$ cat src/rtl/bank_wr_hold.sv
// Write-hold stage ahead of the two-bank selector: reads always win a bank conflict, colliding
// writes are queued and retired in order, and reads of a pending address get the queued data.
module bank_wr_hold #(
   parameter int unsigned A_W   = 10,
   parameter int unsigned D_W   = 32,
   parameter int unsigned DEPTH = 4
) (
   input  logic                       CLK,
   input  logic                       RST_N,
   input  logic                       RD_EN,
   input  logic [A_W-1:0]             RD_ADR,
   input  logic                       WR_EN,
   input  logic [A_W-1:0]             WR_ADR,
   input  logic [D_W-1:0]             WR_DATA,
   output logic                       WR_RDY,
   output logic                       RE_N,
   output logic [A_W-1:0]             R_ADR,
   output logic                       WE_N,
   output logic [A_W-1:0]             W_ADR,
   output logic [D_W-1:0]             W_DATA,
   output logic                       FWD_VALID,
   output logic [D_W-1:0]             FWD_DATA,
   output logic [$clog2(DEPTH):0]     PEND_CNT,
   output logic                       OVF_ERR
);

   localparam int unsigned PW = $clog2(DEPTH);
   localparam int unsigned CW = PW + 1;

   logic [A_W-1:0] r_adr_mem [DEPTH];
   logic [D_W-1:0] r_dat_mem [DEPTH];
   logic [PW-1:0]  r_wptr;
   logic [PW-1:0]  r_rptr;
   logic [CW-1:0]  r_cnt;

   logic           r_re;
   logic [A_W-1:0] r_r_adr;
   logic           r_we;
   logic [A_W-1:0] r_w_adr;
   logic [D_W-1:0] r_w_dat;
   logic           r_fwd_vld;
   logic [D_W-1:0] r_fwd_dat;
   logic           r_ovf;

   logic           w_rdy;
   logic           w_acc;
   logic           w_empty;
   logic           w_cand_vld;
   logic [A_W-1:0] w_cand_adr;
   logic [D_W-1:0] w_cand_dat;
   logic           w_issue;
   logic           w_push;
   logic           w_pop;
   logic [CW-1:0]  w_cnt_nxt;
   logic           w_hit;
   logic [D_W-1:0] w_hit_dat;
   logic [PW-1:0]  w_idx;

   assign w_rdy   = (r_cnt < CW'(DEPTH));
   assign w_acc   = WR_EN & w_rdy;
   assign w_empty = (r_cnt == '0);

   // The buffer head always goes first so an incoming write can never overtake it.
   assign w_cand_vld = ~w_empty | w_acc;
   assign w_cand_adr = w_empty ? WR_ADR  : r_adr_mem[r_rptr];
   assign w_cand_dat = w_empty ? WR_DATA : r_dat_mem[r_rptr];

   assign w_issue   = w_cand_vld & (~RD_EN | (w_cand_adr[0] != RD_ADR[0]));
   assign w_pop     = w_issue & ~w_empty;
   assign w_push    = w_acc & ~(w_issue & w_empty);
   assign w_cnt_nxt = r_cnt + CW'(w_push) - CW'(w_pop);

   // Scan oldest to youngest so the last match wins; the same-cycle write is youngest of all.
   always_comb begin
      w_hit     = 1'b0;
      w_hit_dat = '0;
      w_idx     = '0;
      for (int i = 0; i < int'(DEPTH); i++) begin
         w_idx = r_rptr + PW'(i);
         if ((CW'(i) < r_cnt) && (r_adr_mem[w_idx] == RD_ADR)) begin
            w_hit     = 1'b1;
            w_hit_dat = r_dat_mem[w_idx];
         end
      end
      if (w_acc && (WR_ADR == RD_ADR)) begin
         w_hit     = 1'b1;
         w_hit_dat = WR_DATA;
      end
   end

   always_ff @(posedge CLK) begin
      if (w_push) begin
         r_adr_mem[r_wptr] <= WR_ADR;
         r_dat_mem[r_wptr] <= WR_DATA;
      end
   end

   always_ff @(posedge CLK or negedge RST_N) begin
      if (!RST_N) begin
         r_wptr    <= '0;
         r_rptr    <= '0;
         r_cnt     <= '0;
         r_re      <= 1'b0;
         r_r_adr   <= '0;
         r_we      <= 1'b0;
         r_w_adr   <= '0;
         r_w_dat   <= '0;
         r_fwd_vld <= 1'b0;
         r_fwd_dat <= '0;
         r_ovf     <= 1'b0;
      end else begin
         if (w_push) r_wptr <= r_wptr + 1'b1;
         if (w_pop)  r_rptr <= r_rptr + 1'b1;
         r_cnt <= w_cnt_nxt;
         r_re  <= RD_EN;
         if (RD_EN) r_r_adr <= RD_ADR;
         r_we <= w_issue;
         if (w_issue) begin
            r_w_adr <= w_cand_adr;
            r_w_dat <= w_cand_dat;
         end
         r_fwd_vld <= RD_EN & w_hit;
         if (RD_EN && w_hit) r_fwd_dat <= w_hit_dat;
         if (WR_EN && !w_rdy) r_ovf <= 1'b1;
      end
   end

   assign WR_RDY    = w_rdy;
   assign RE_N      = r_re;
   assign R_ADR     = r_r_adr;
   assign WE_N      = r_we;
   assign W_ADR     = r_w_adr;
   assign W_DATA    = r_w_dat;
   assign FWD_VALID = r_fwd_vld;
   assign FWD_DATA  = r_fwd_dat;
   assign PEND_CNT  = r_cnt;
   assign OVF_ERR   = r_ovf;

endmodule

$ cat config.mk
export PLATFORM = sky130hd
export DESIGN_NAME = bank_wr_hold
export DESIGN_NICKNAME = d
export VERILOG_FILES = /design/src/rtl/bank_wr_hold.sv
export SDC_FILE = /design/constraint.sdc
export NUM_CORES = 1
export LEC_CHECK = 0
export ABC_CLOCK_PERIOD_IN_PS = 6100
export CORE_MARGIN = 2
export CORE_UTILIZATION = 50
export CTS_BUF_LIST = sky130_fd_sc_hd__clkbuf_4 sky130_fd_sc_hd__clkbuf_8
export CTS_CLUSTER_DIAMETER = 40
export DETAILED_ROUTE_END_ITERATION = 10
export GPL_ROUTABILITY_DRIVEN = 0
export HOLD_SLACK_MARGIN = 0.1
export PLACE_DENSITY = 0.76
export SLEW_MARGIN = 20
export SYNTH_ARGS = -nofsm -noshare
export SYNTH_HDL_FRONTEND = slang
export SYNTH_SLANG_ARGS = --single-unit
$ cat constraint.sdc
create_clock -name CLK -period 6.1 [get_ports CLK]
set_input_delay 1.22 -clock CLK [delete_from_list [all_inputs] [get_ports CLK]]
set_output_delay 1.22 -clock CLK [all_outputs]
set_load 0.02 [all_outputs]
# After elaboration in Yosys (flattened, before gate mapping)
# Memories as Yosys holds them, arrays and structs flattened.
# Index checks and enable logic that the tools add are counted.
[word_totals] regBits=95 ramBits=168 output_inout_bits=92 elab_cells=64 n_memories=2
[op_classes] add_sub_neg=6 n_lt_le_gt_ge=5 eq_ne=6 mux=14 n_bitwise=11 reduce_logical=9
[mem_list] name="r_dat_mem" words=4 word_bits=32 read_ports=4 rd_clocked_by_memory_dff=0 write_ports=1 line="31" source="logic [D_W-1:0] r_dat_mem [DEPTH];"
[mem_list] name="r_adr_mem" words=4 word_bits=10 read_ports=4 rd_clocked_by_memory_dff=0 write_ports=1 line="30" source="logic [A_W-1:0] r_adr_mem [DEPTH];"
[ops] cell="two-way mux 32 bit" count=6
[ops] cell="equality test 10 bit" count=5
[ops] cell="two-way mux 10 bit" count=1
[ops] cell="logical AND 1 bit" count=7
[ops] cell="two-way mux 1 bit" count=7
[ops] cell="AND 1 bit" count=6
[ops] cell="less-than comparator 1 x 3 -> 1 bit (first input constant)" count=2
[ops] cell="less-than comparator 2 x 3 -> 1 bit (first input constant)" count=2
[ops] cell="adder 2 x 1 -> 2 bit (second input constant)" count=2
[ops] cell="adder 2 bit (second input constant)" count=2
[ops] cell="adder 3 x 1 -> 3 bit" count=1
[ops] cell="zero test 3 bit" count=1
[ops] cell="less-than comparator 3 bit (second input constant)" count=1
[ops] cell="NOT 1 bit" count=3
[ops] cell="subtractor 3 x 1 -> 3 bit" count=1
[ops] cell="OR 1 bit" count=2
[ops] cell="zero test 1 bit" count=1
[ops] cell="inequality test 1 bit" count=1

# Depth between registers and ports, before layout
# Gate-level depths: netlist (run 1).
[depth] depth_word=10 mapped_depth=15 mapped_depth_nobuf=12

# Least setup slack after synthesis (run 1)
# OpenSTA, ideal clock, no wires.
[synth_timing] path_type="input -> register" start="in RD_ADR[0]" end="mem r_adr_mem[0][0] (enable)" setup_ns=0.403 t_arrival_ns=3.371 slack_ns=2.325 stages=6 n_path_buf=2 path_cell_list="clkbuf_1 > xnor2_1 > nand2b_1 > buf_2 > a21boi_1 > and2_1"
[synth_via] elab_chain_cells=8
[synth_rtl] item="start: declaration" line="11" source="input logic [A_W-1:0] RD_ADR,"
[synth_rtl] item="inequality test 1 bit" line="68" source="assign w_issue = w_cand_vld & (~RD_EN | (w_cand_adr[0] != RD_ADR[0]));"
[synth_rtl] item="OR 1 bit" line="68"
[synth_rtl] item="AND 1 bit" line="68"
[synth_rtl] item="AND 1 bit" line="70" source="assign w_push = w_acc & ~(w_issue & w_empty);"
[synth_rtl] item="NOT 1 bit" line="70"
[synth_rtl] item="AND 1 bit" line="70"
[synth_rtl] item="two-way mux 1 bit" line="92" source="if (w_push) begin"
[synth_rtl] item="two-way mux 1 bit (not written as such)" line="93" source="r_adr_mem[r_wptr] <= WR_ADR;"
[synth_rtl] item="end: declaration" line="30"
# No other way between the ends.

# Worst setup path after layout (run 1)
[layout_timing] start="reg r_rptr[0]" end="reg r_cnt[2], in the netlist PEND_CNT[2]"
[layout_via] elab_cells_between_ends=11 cone_classes="add/sub: 2; eq/ne: 1; mux: 1; bitwise: 6; memory: 1"
[layout_lines] item="start: declaration" line="33" source="logic [PW-1:0] r_rptr;"
[layout_lines] item="start signal: assignment" line="113" source="if (w_pop) r_rptr <= r_rptr + 1'b1;"
[layout_lines] item="memory read (4 x 10 bit)"
[layout_lines] item="two-way mux 10 bit" line="65" source="assign w_cand_adr = w_empty ? WR_ADR : r_adr_mem[r_rptr];"
[layout_lines] item="inequality test 1 bit" line="68"
[layout_lines] item="OR 1 bit" line="68"
[layout_lines] item="AND 1 bit" line="68"
[layout_lines] item="AND 1 bit" line="69" source="assign w_pop = w_issue & ~w_empty;"
[layout_lines] item="net w_pop" line="53" source="logic w_pop;"
[layout_lines] item="subtractor 3 x 1 -> 3 bit" line="71" source="assign w_cnt_nxt = r_cnt + CW'(w_push) - CW'(w_pop);"
[layout_lines] item="net w_cnt_nxt[2]" line="54" source="logic [CW-1:0] w_cnt_nxt;"
[layout_lines] item="end signal: assignment" line="114" source="r_cnt <= w_cnt_nxt;"
[layout_lines] item="end: declaration" line="34" source="logic [CW-1:0] r_cnt;"
# The timed path passes the listed nets, and every way through them passes these cells.
# A chain may end at the register's enable or synchronous reset.

==> impl_metrics.ini, run 1 <==
[clocking]
htreeDepth = 2
clockBufferDepth = 3
clk_latency_ns = 0.57
clock-sinks = 263
cts_root_buf = clkbuf_8
cts_resized = 0
cts_setup_buffers = 0
path_clk_slew_ns = 0.06
cts_tree = yes
postCtsHoldBufs = 0
cts-buffers-inserted = 47

[finish]
most-common-layout-cells = 207 x mux2i_1, 168 x edfxtp_1, 148 x nor2_1
syn2layout_area_growth_pct = 17.96
final_util = 0.5961
fill_cells = 2401
nNetsFinal = 1506
final_common_cell = mux2i_1
drive_gt1_frac = 0.1300
n_antenna_cell = 0

[route]
routed.top_layer = met4
final_antenna_net_count = 0
via_per_inst = 6.348
met3_length_mm = 3.897
first_pass_iters = 6
drc_errors = 0
drtIter0Drc = 1267
vias = 11850
route.met2.wl_mm = 19.78
wl_met1_mm = 16.93
drt_wl_total_mm = 41.94
wl_per_cell_um = 22.46

[yosys]
ys_seq_elements = 263
ys_seq_area_frac = 0.4969
ys_types = 59
synth_fp_nets = 1402
syn_inst = 1337
synth_edf_count = 168
ys_top_cells_by_area = edfxtp_1 34%, dfrtp_1 16%, mux2i_1 14%
syn_area_mm2 = 0.01494
yosysWarnings = 0
yosysTopAreaCellShare = 0.3377
synth.largest_area_cell = edfxtp_1
synth-main-ff-cell = edfxtp_1
async_flop_share = 0.3612
syn_avg_cell_area_um2 = 11.17

[pwr]
p_leak_nw = 6.467
powerDensity_mw_per_mm2 = 490.0
peakVddDrop_uv = 425.5
power_mw = 8.635

[placement]
dp_slack_ns = 1.440
hpwl_mm = 25.42
numPortBuffers = 147

[job]
max-cap-violations = 0

[setup_path]
required_ns = 6.55
cp.depth = 12
worstPathArrival_ns = 4.75
path_max_fanout = 47
reg2reg_to = PEND_CNT[2]$_DFF_PN0_
cpMaxStageDelayCell = dfrtp_4
crit_type = flip-flop to flip-flop
rr_worst_depth = 12
crit_buf_inv = 3
critical_path.top_delay_family = multiplexers
reg2reg_from = r_rptr[0]$_DFFE_PN0P_
cp-endpoint = PEND_CNT[2]$_DFF_PN0_
r2r_slack_ns = 1.80
endpoint_kind = flip-flop
critPathLaunch = r_rptr[0]$_DFFE_PN0P_
cp_cell_sequence = mux4_2, mux2i_1, xnor2_1, nand2b_2, buf_4, nor2b_1, ha_1, inv_1, ha_1, inv_1, fa_1, xor2_1
cpPeakStageDelay_ns = 0.84
cp-start-kind = flip-flop

[floorplanning]
coreArea_mm2 = 0.02956
io_pins = 148
std_cell_rows = 63
die_w_um = 176.8
start_util = 0.5054
dieHeight_um = 176.8
die_area_mm2 = 0.03127

[grt]
antenna_found_initial = 0
grt_pass1_wl_mm = 65.39
grt_pass1_vias = 12050
overflow = 0
grt_usage = 0.2673
grt_max_degree = 72

[sta]
layout_min_cycle_time_ns = 4.304
fin_tns_setup_ns = 0
rsz0062_at_grt = false
final-setup-viol-count = 0
tightest_slew_ns = 1.072
fin_worst_skew_ns = 0.03044
whs_ns = 0.4664
finalMaxSlewViolations = 0
hold_viol = 0
worst_slack_ns = 1.796
slew_headroom = 0.2837
clock.fmax_ghz = 0.2323
finalCritPeriodShare = 0.7056

[min_path]
hold_path_class = flip-flop to flip-flop
min_from = OVF_ERR$_DFFE_PN0P_

[status]
status = finished, final reports clean
==> metrics by stage <==
| stage | std cells | cell area [um^2] |
|---|---|---|
| 6_report | 1867 | 17620 |
| 4_1_cts | 1867 | 17620 |
| 3_3_place_gp | 1782 | 16600 |
| 5_1_grt | 1867 | 17620 |
| 2_1_floorplan | 1337 | 14940 |
| 3_5_place_dp | 1782 | 16600 |
==> cells by family after synthesis <==
logic type,Yosys count,share of synthesized area
xor+xnor,53,0.03107
mux,268,0.1983
fa+ha+maj,9,0.008041
compound gates,300,0.1270
flops,263,0.4969
simple gates,313,0.09649
buf+inv,131,0.04230
==> layer usage <==
metal	global-route usage	up-vias
met5	0	-
met4	0.1112	0
met3	0.05369	121
met2	0.4302	670
met1	0.3544	5736
li1	-	5325
==> registers in the layout, summed over array words and instances (netlist names) <==
name / flops
r_dat_mem: 128
r_wptr: 2
R_ADR: 10
FWD_DATA: 32
PEND_CNT: 3
W_ADR: 10
r_adr_mem: 40
WE_N: 1
OVF_ERR: 1
W_DATA: 32
FWD_VALID: 1
RE_N: 1
r_rptr: 2
==> worst min-delay path by stage <==
| stage | end | depth (start not counted) |
|---|---|---|
| floorplan | OVF_ERR$_DFFE_PN0P_ | 1 |
| global placement | OVF_ERR$_DFFE_PN0P_ | 1 |
| detailed placement | OVF_ERR$_DFFE_PN0P_ | 1 |
| CTS | OVF_ERR$_DFFE_PN0P_ | 1 |
| global route | OVF_ERR$_DFFE_PN0P_ | 1 |
| finish | OVF_ERR$_DFFE_PN0P_ | 1 |
==> cell type report <==
type,instances,area [um^2],share of cell area
repair buffers,175,1674,0.09501
well taps,390,488.0,0.02769
inverters,11,41.29,0.002343
flip-flops and latches,263,7430,0.4216
clock buffers,63,792.0,0.04495
multi-input cells,943,6975,0.3959
clock inverters,22,220.2,0.01250
==> power by group <==
group	leakage, nW	internal, mW	switching, mW	total, mW
Combinational	3.28	1.75	2.34	4.09
Clock	0.510	1.02	0.747	1.77
Sequential	2.67	2.37	0.412	2.78
Total	6.47	5.13	3.50	8.63
==> cells in the mapped netlist (3+ instances only) <==
cell type  count
edfxtp_1     168
nor4_1        66
a211oi_1      33
a22oi_1        3
o2111ai_1      3
buf_1          5
mux4_2        17
nand4_1        3
buf_4          6
a21oi_1       47
o22ai_1       43
o21ai_0       84
a31oi_1       32
mux2_2        43
nor2_1       149
buf_6          7
xnor2_1       32
nor3_1         3
buf_2         43
dfrtp_1       95
o311ai_1      29
ha_1           8
xor2_1        21
and2_1         7
nand2_1       68
mux2i_1      207
a2bb2oi_1      4
clkbuf_1      58
o21ai_1        4
inv_1         11
o211ai_1       4
(Power assumes the default switching activity.)
==> inputs of run 2 (changes only) <==
--- a/config.mk
+++ b/config.mk
@@ -5,7 +5,7 @@
 export SDC_FILE = /design/constraint.sdc
 export NUM_CORES = 1
 export LEC_CHECK = 0
-export ABC_CLOCK_PERIOD_IN_PS = 6100
+export ABC_CLOCK_PERIOD_IN_PS = 3670
 export CORE_MARGIN = 2
 export CORE_UTILIZATION = 50
 export CTS_BUF_LIST = sky130_fd_sc_hd__clkbuf_4 sky130_fd_sc_hd__clkbuf_8
@@ -13,7 +13,7 @@
 export DETAILED_ROUTE_END_ITERATION = 10
 export GPL_ROUTABILITY_DRIVEN = 0
 export HOLD_SLACK_MARGIN = 0.1
-export PLACE_DENSITY = 0.76
+export PLACE_DENSITY = 0.79
 export SLEW_MARGIN = 20
 export SYNTH_ARGS = -nofsm -noshare
 export SYNTH_HDL_FRONTEND = slang
==> constraint.sdc (replaced) <==
create_clock -name CLK -period 3.67 [get_ports CLK]
set_input_delay 0.734 -clock CLK [delete_from_list [all_inputs] [get_ports CLK]]
set_output_delay 0.734 -clock CLK [all_outputs]
set_load 0.02 [all_outputs]
==> run 2 against run 1 <==
Core utilization up 1.5 points. Largest power group unchanged. Worst setup slack worse by 1.6 ns. Combinational power up 75%. Die area unchanged. Register-to-register slack worse by 1.6 ns. Critical path depth down 1. Highest routed layer unchanged. Power up 69%.
==> impl_metrics.ini, run 2 (synthesis gave the netlist of run 1 again) <==
[grt]
grt.met1_usage = 0.3599
use_met2 = 0.4281
busiest_layer = met2
overflow = 0
grt_pass1_wl_mm = 65.29
grt_usage = 0.2677
use_met3 = 0.05305
grt_max_degree = 105
grt_pass1_vias = 11880
antenna_found_initial = 3

[sta]
worst_slack_ns = 0.1967
fin_tns_setup_ns = 0
layout_min_cycle_time_ns = 3.473
tightest_slew_ns = 0.9171
rsz0062_at_grt = false
whs_ns = 0.1851
finalCritPeriodShare = 0.9464
clock.fmax_ghz = 0.2879
fin_worst_skew_ns = 0.04448
slew_headroom = 0.3859
hold_viol = 0
finalMaxSlewViolations = 0
final-setup-viol-count = 0

[finish]
final_util = 0.6106
largest_reg_flops = 128
syn2layout_area_growth_pct = 20.83
reg_top3 = r_dat_mem x128, r_adr_mem x40
fill_cells = 2328
design_area_mm2 = 0.01805
most-common-layout-cells = 207 x mux2i_1, 168 x edfxtp_1, 148 x nor2_1
top_register = r_dat_mem
regArea_mm2 = 0.007430
drive_gt1_frac = 0.1496
nNetsFinal = 1537
final_common_cell = mux2i_1
multiInputGateArea_mm2 = 0.006978
final_cells = 1904

[route]
via_per_inst = 6.320
drtIter0Drc = 1303
vias = 12030
drt_wl_total_mm = 42.50
drc_errors = 0
final_antenna_net_count = 0
first_pass_iters = 5
wl_per_cell_um = 22.32

[floorplanning]
die_area_mm2 = 0.03127
coreArea_mm2 = 0.02956
dieHeight_um = 176.8
io_pins = 148
die_w_um = 176.8
std_cell_rows = 63
start_util = 0.5054

[setup_path]
cpMaxStageDelayCell = dfrtp_4
cp_cell_sequence = buf_4, mux2i_1, o22ai_1, nor4b_1, o22ai_1, o31ai_4, buf_4, nor2_2, buf_12, a211oi_1, a31oi_1
endpoint_kind = flip-flop
path_max_fanout = 32
crit_type = flip-flop to flip-flop
required_ns = 4.09
worstPathArrival_ns = 3.90
cp-start-kind = flip-flop
cpPeakStageDelay_ns = 0.67

[placement]
hpwl_mm = 25.69
numPortBuffers = 147
place_inst = 1811
dp_slack_ns = -0.02642
place_area_mm2 = 0.01700

[clocking]
cts_resized = 0
path_clk_slew_ns = 0.06
cts_root_buf = clkbuf_8
clock-sinks = 263
clockBufferDepth = 3
cts_tree = yes
htreeDepth = 2
cts-buffers-inserted = 48
clk_latency_ns = 0.59

[pwr]
powerDensity_mw_per_mm2 = 807.9
peakVddDrop_uv = 534.1
p_leak_nw = 6.698
power_mw = 14.58

[min_path]
hold_path_class = primary input to asynchronous set/reset pin

[status]
status = finished, final reports clean

[job]
max-cap-violations = 0
run 2: changes by cell type in the layout (fill, tap and decap cells not counted), moves of 3 or more:
cell | previous run | this run
buf_4 | 29 | 43
diode_2 | 0 | 3
clkbuf_4 | 12 | 17
clkinvlp_4 | 6 | 2
buf_12 | 0 | 15
run 2: cell type report:
type,count,area share
well taps,390,0.02703
multi-input cells,944,0.3866
flip-flops and latches,263,0.4116
clock buffers,69,0.04672
diodes,3,0.0004159
repair buffers,204,0.1152
inverters,11,0.002288
clock inverters,20,0.01012
run 2: worst paths after layout:
| kind | start | endpoint | slack, ns | cells after the start |
|---|---|---|---|---|
| max | r_rptr[1]$_DFFE_PN0P_ | FWD_DATA[3]$_DFFE_PN0P_ | 0.20 | 11 |
| min | RST_N | W_ADR[2]$_DFFE_PN0N_ | 0.19 | 1 |
| max reg2reg | r_rptr[1]$_DFFE_PN0P_ | FWD_DATA[3]$_DFFE_PN0P_ | 0.20 | 11 |
| min reg2reg | OVF_ERR$_DFFE_PN0P_ | OVF_ERR$_DFFE_PN0P_ | 0.47 | 1 |
| max in group asynchronous | RST_N | W_DATA[9]$_DFFE_PN0N_ | 2.72 | 2 |
| min in group CLK | OVF_ERR$_DFFE_PN0P_ | OVF_ERR$_DFFE_PN0P_ | 0.47 | 1 |
run 2: per-layer routing:
layer | share of wire | vias to the layer above
met5 | 0 | -
li1 | - | 5375
met2 | 0.47 | 627
met4 | 0.031 | 0
met1 | 0.41 | 5918
met3 | 0.089 | 114
run 2: repair_timing:
item,in CTS,in global routing
buffers inserted,0,0
endpoints found under the setup margin,0,16
hold buffers,0,0
run 2: report_power, final:
group          internal (mW)  switching [mW]  total, mW
Clock                   1.70            1.24       2.94
Combinational           3.05            4.09       7.14
Sequential              3.94           0.562       4.50
Total                   8.69            5.89       14.6
run 2: worst max-delay path, delay by kind of cell (launching register included):
kind / cells / cell delay, ns
buffers and inverters: 3 / 0.68
AOI/OAI and AO/OA: 5 / 1.18
DFF: 1 / 0.67
muxes: 1 / 0.45
and+or+nand+nor: 2 / 0.34
==> inputs of run 3 (changes only) <==
--- a/config.mk
+++ b/config.mk
@@ -13,6 +13,7 @@
 export DETAILED_ROUTE_END_ITERATION = 10
 export GPL_ROUTABILITY_DRIVEN = 0
 export HOLD_SLACK_MARGIN = 0.1
+export MAX_ROUTING_LAYER = met4
 export PLACE_DENSITY = 0.79
 export SLEW_MARGIN = 20
 export SYNTH_ARGS = -nofsm -noshare
==> run 3 against run 2 <==
Largest power group unchanged. Final area stayed put. Sequential share of layout area stayed put. Worst hold slack better by 0.0017 ns.
==> impl_metrics.ini, run 3 (synthesis gave the netlist of run 1 again) <==
[status]
status = finished, final reports clean

[pwr]
peakVddDrop_uv = 530.5
power_mw = 14.58
p_leak_nw = 6.698
powerDensity_mw_per_mm2 = 807.7

[grt]
overflow = 0
use_met3 = 0.05026
use_met2 = 0.4295
grt_pass1_vias = 11890
grt_pass1_wl_mm = 65.27
grt_usage = 0.2758
grt_max_degree = 105
busiest_layer = met2
antenna_found_initial = 3
grt.met1_usage = 0.3612

[route]
vias = 12100
final_antenna_net_count = 0
first_pass_iters = 5
drc_errors = 0
via_per_inst = 6.355
drt_wl_total_mm = 42.42
drtIter0Drc = 1304
wl_per_cell_um = 22.28

[floorplanning]
start_util = 0.5054
std_cell_rows = 63
die_w_um = 176.8
dieHeight_um = 176.8
die_area_mm2 = 0.03127
io_pins = 148
coreArea_mm2 = 0.02956

[finish]
design_area_mm2 = 0.01805
final_common_cell = mux2i_1
reg_top3 = r_dat_mem x128, r_adr_mem x40
regArea_mm2 = 0.007430
largest_reg_flops = 128
most-common-layout-cells = 207 x mux2i_1, 168 x edfxtp_1, 148 x nor2_1
fill_cells = 2328
syn2layout_area_growth_pct = 20.83
final_util = 0.6106
nNetsFinal = 1537
top_register = r_dat_mem
drive_gt1_frac = 0.1496
multiInputGateArea_mm2 = 0.006978
final_cells = 1904

[clocking]
cts_resized = 0
clk_latency_ns = 0.59
htreeDepth = 2
postCtsHoldBufs = 0
path_clk_slew_ns = 0.06
cts-buffers-inserted = 48
cts_root_buf = clkbuf_8
cts_tree = yes
clockBufferDepth = 3
clock-sinks = 263

[setup_path]
cpPeakStageDelay_ns = 0.68
reg2reg_from = r_rptr[1]$_DFFE_PN0P_
crit_type = flip-flop to flip-flop
reg2reg_to = FWD_DATA[3]$_DFFE_PN0P_
required_ns = 4.09
rr_worst_depth = 11
worstPathArrival_ns = 3.91
path_max_fanout = 32
cp-start-kind = flip-flop
cp_cell_sequence = buf_4, mux2i_1, o22ai_1, nor4b_1, o22ai_1, o31ai_4, buf_4, nor2_2, buf_12, a211oi_1, a31oi_1
r2r_slack_ns = 0.18
cpMaxStageDelayCell = dfrtp_4
endpoint_kind = flip-flop

[placement]
place_inst = 1811
place_area_mm2 = 0.01700
hpwl_mm = 25.69
numPortBuffers = 147
dp_slack_ns = -0.02642

[sta]
finalMaxSlewViolations = 0
clock.fmax_ghz = 0.2865
tightest_slew_ns = 0.9425
whs_ns = 0.1868
final-setup-viol-count = 0
worst_slack_ns = 0.1801
fin_tns_setup_ns = 0
layout_min_cycle_time_ns = 3.490
slew_headroom = 0.3689
fin_worst_skew_ns = 0.04821
rsz0062_at_grt = false
hold_viol = 0
finalCritPeriodShare = 0.9509

[job]
max-cap-violations = 0

[min_path]
hold_path_class = primary input to asynchronous set/reset pin
## run 3: what timing repair did
action / in CTS / in global routing
endpoints found under the setup margin: 0 / 15
setup buffers: 0 / 0
hold endpoints to repair: 0 / 0
## run 3: metal layers
metal  vias up  wire length, um
li1       5385                -
met1      5900            17320
met2       700            19990
met3       115             3902
met4         0             1215
met5         -                0
## run 3: worst max path at each step
| stage | startpoint | endpoint | slack [ns] |
|---|---|---|---|
| 2_1_floorplan | r_rptr[0]$_DFFE_PN0P_ | r_adr_mem[0][0]$_DFFE_PP_ | 0.20 |
| 3_3_place_gp | RD_ADR[6] | FWD_DATA[11]$_DFFE_PN0P_ | 0.05 |
| 3_5_place_dp | RD_ADR[6] | FWD_DATA[18]$_DFFE_PN0P_ | -0.03 |
| 4_1_cts | r_rptr[1]$_DFFE_PN0P_ | FWD_DATA[18]$_DFFE_PN0P_ | 0.14 |
| 5_1_grt | r_rptr[1]$_DFFE_PN0P_ | FWD_DATA[15]$_DFFE_PN0P_ | 0.08 |
| 6_report | r_rptr[1]$_DFFE_PN0P_ | FWD_DATA[3]$_DFFE_PN0P_ | 0.18 |
## run 3: layout make-up
class | instances | area share
antenna | 3 | 0.0004159
inverter | 11 | 0.002288
clock buffer | 69 | 0.04672
sequential | 263 | 0.4116
timing repair buffer | 204 | 0.1152
clock inverter | 20 | 0.01012
multi-input combinational | 944 | 0.3866
tap | 390 | 0.02703
## run 3: worst max-delay path: cells and delay by family (launching register included)
family                 cells  cell delay, ns
multiplexers               1            0.46
AO/OA/AOI/OAI              5            1.17
buffers and inverters      3            0.68
AND/OR/NAND/NOR            2            0.35
flip-flops                 1            0.68
## run 3: power by group
| part | switching, mW | internal (mW) | total, mW |
|---|---|---|---|
| Clock | 1.24 | 1.70 | 2.94 |
| Combinational | 4.08 | 3.05 | 7.14 |
| Sequential | 0.563 | 3.94 | 4.50 |
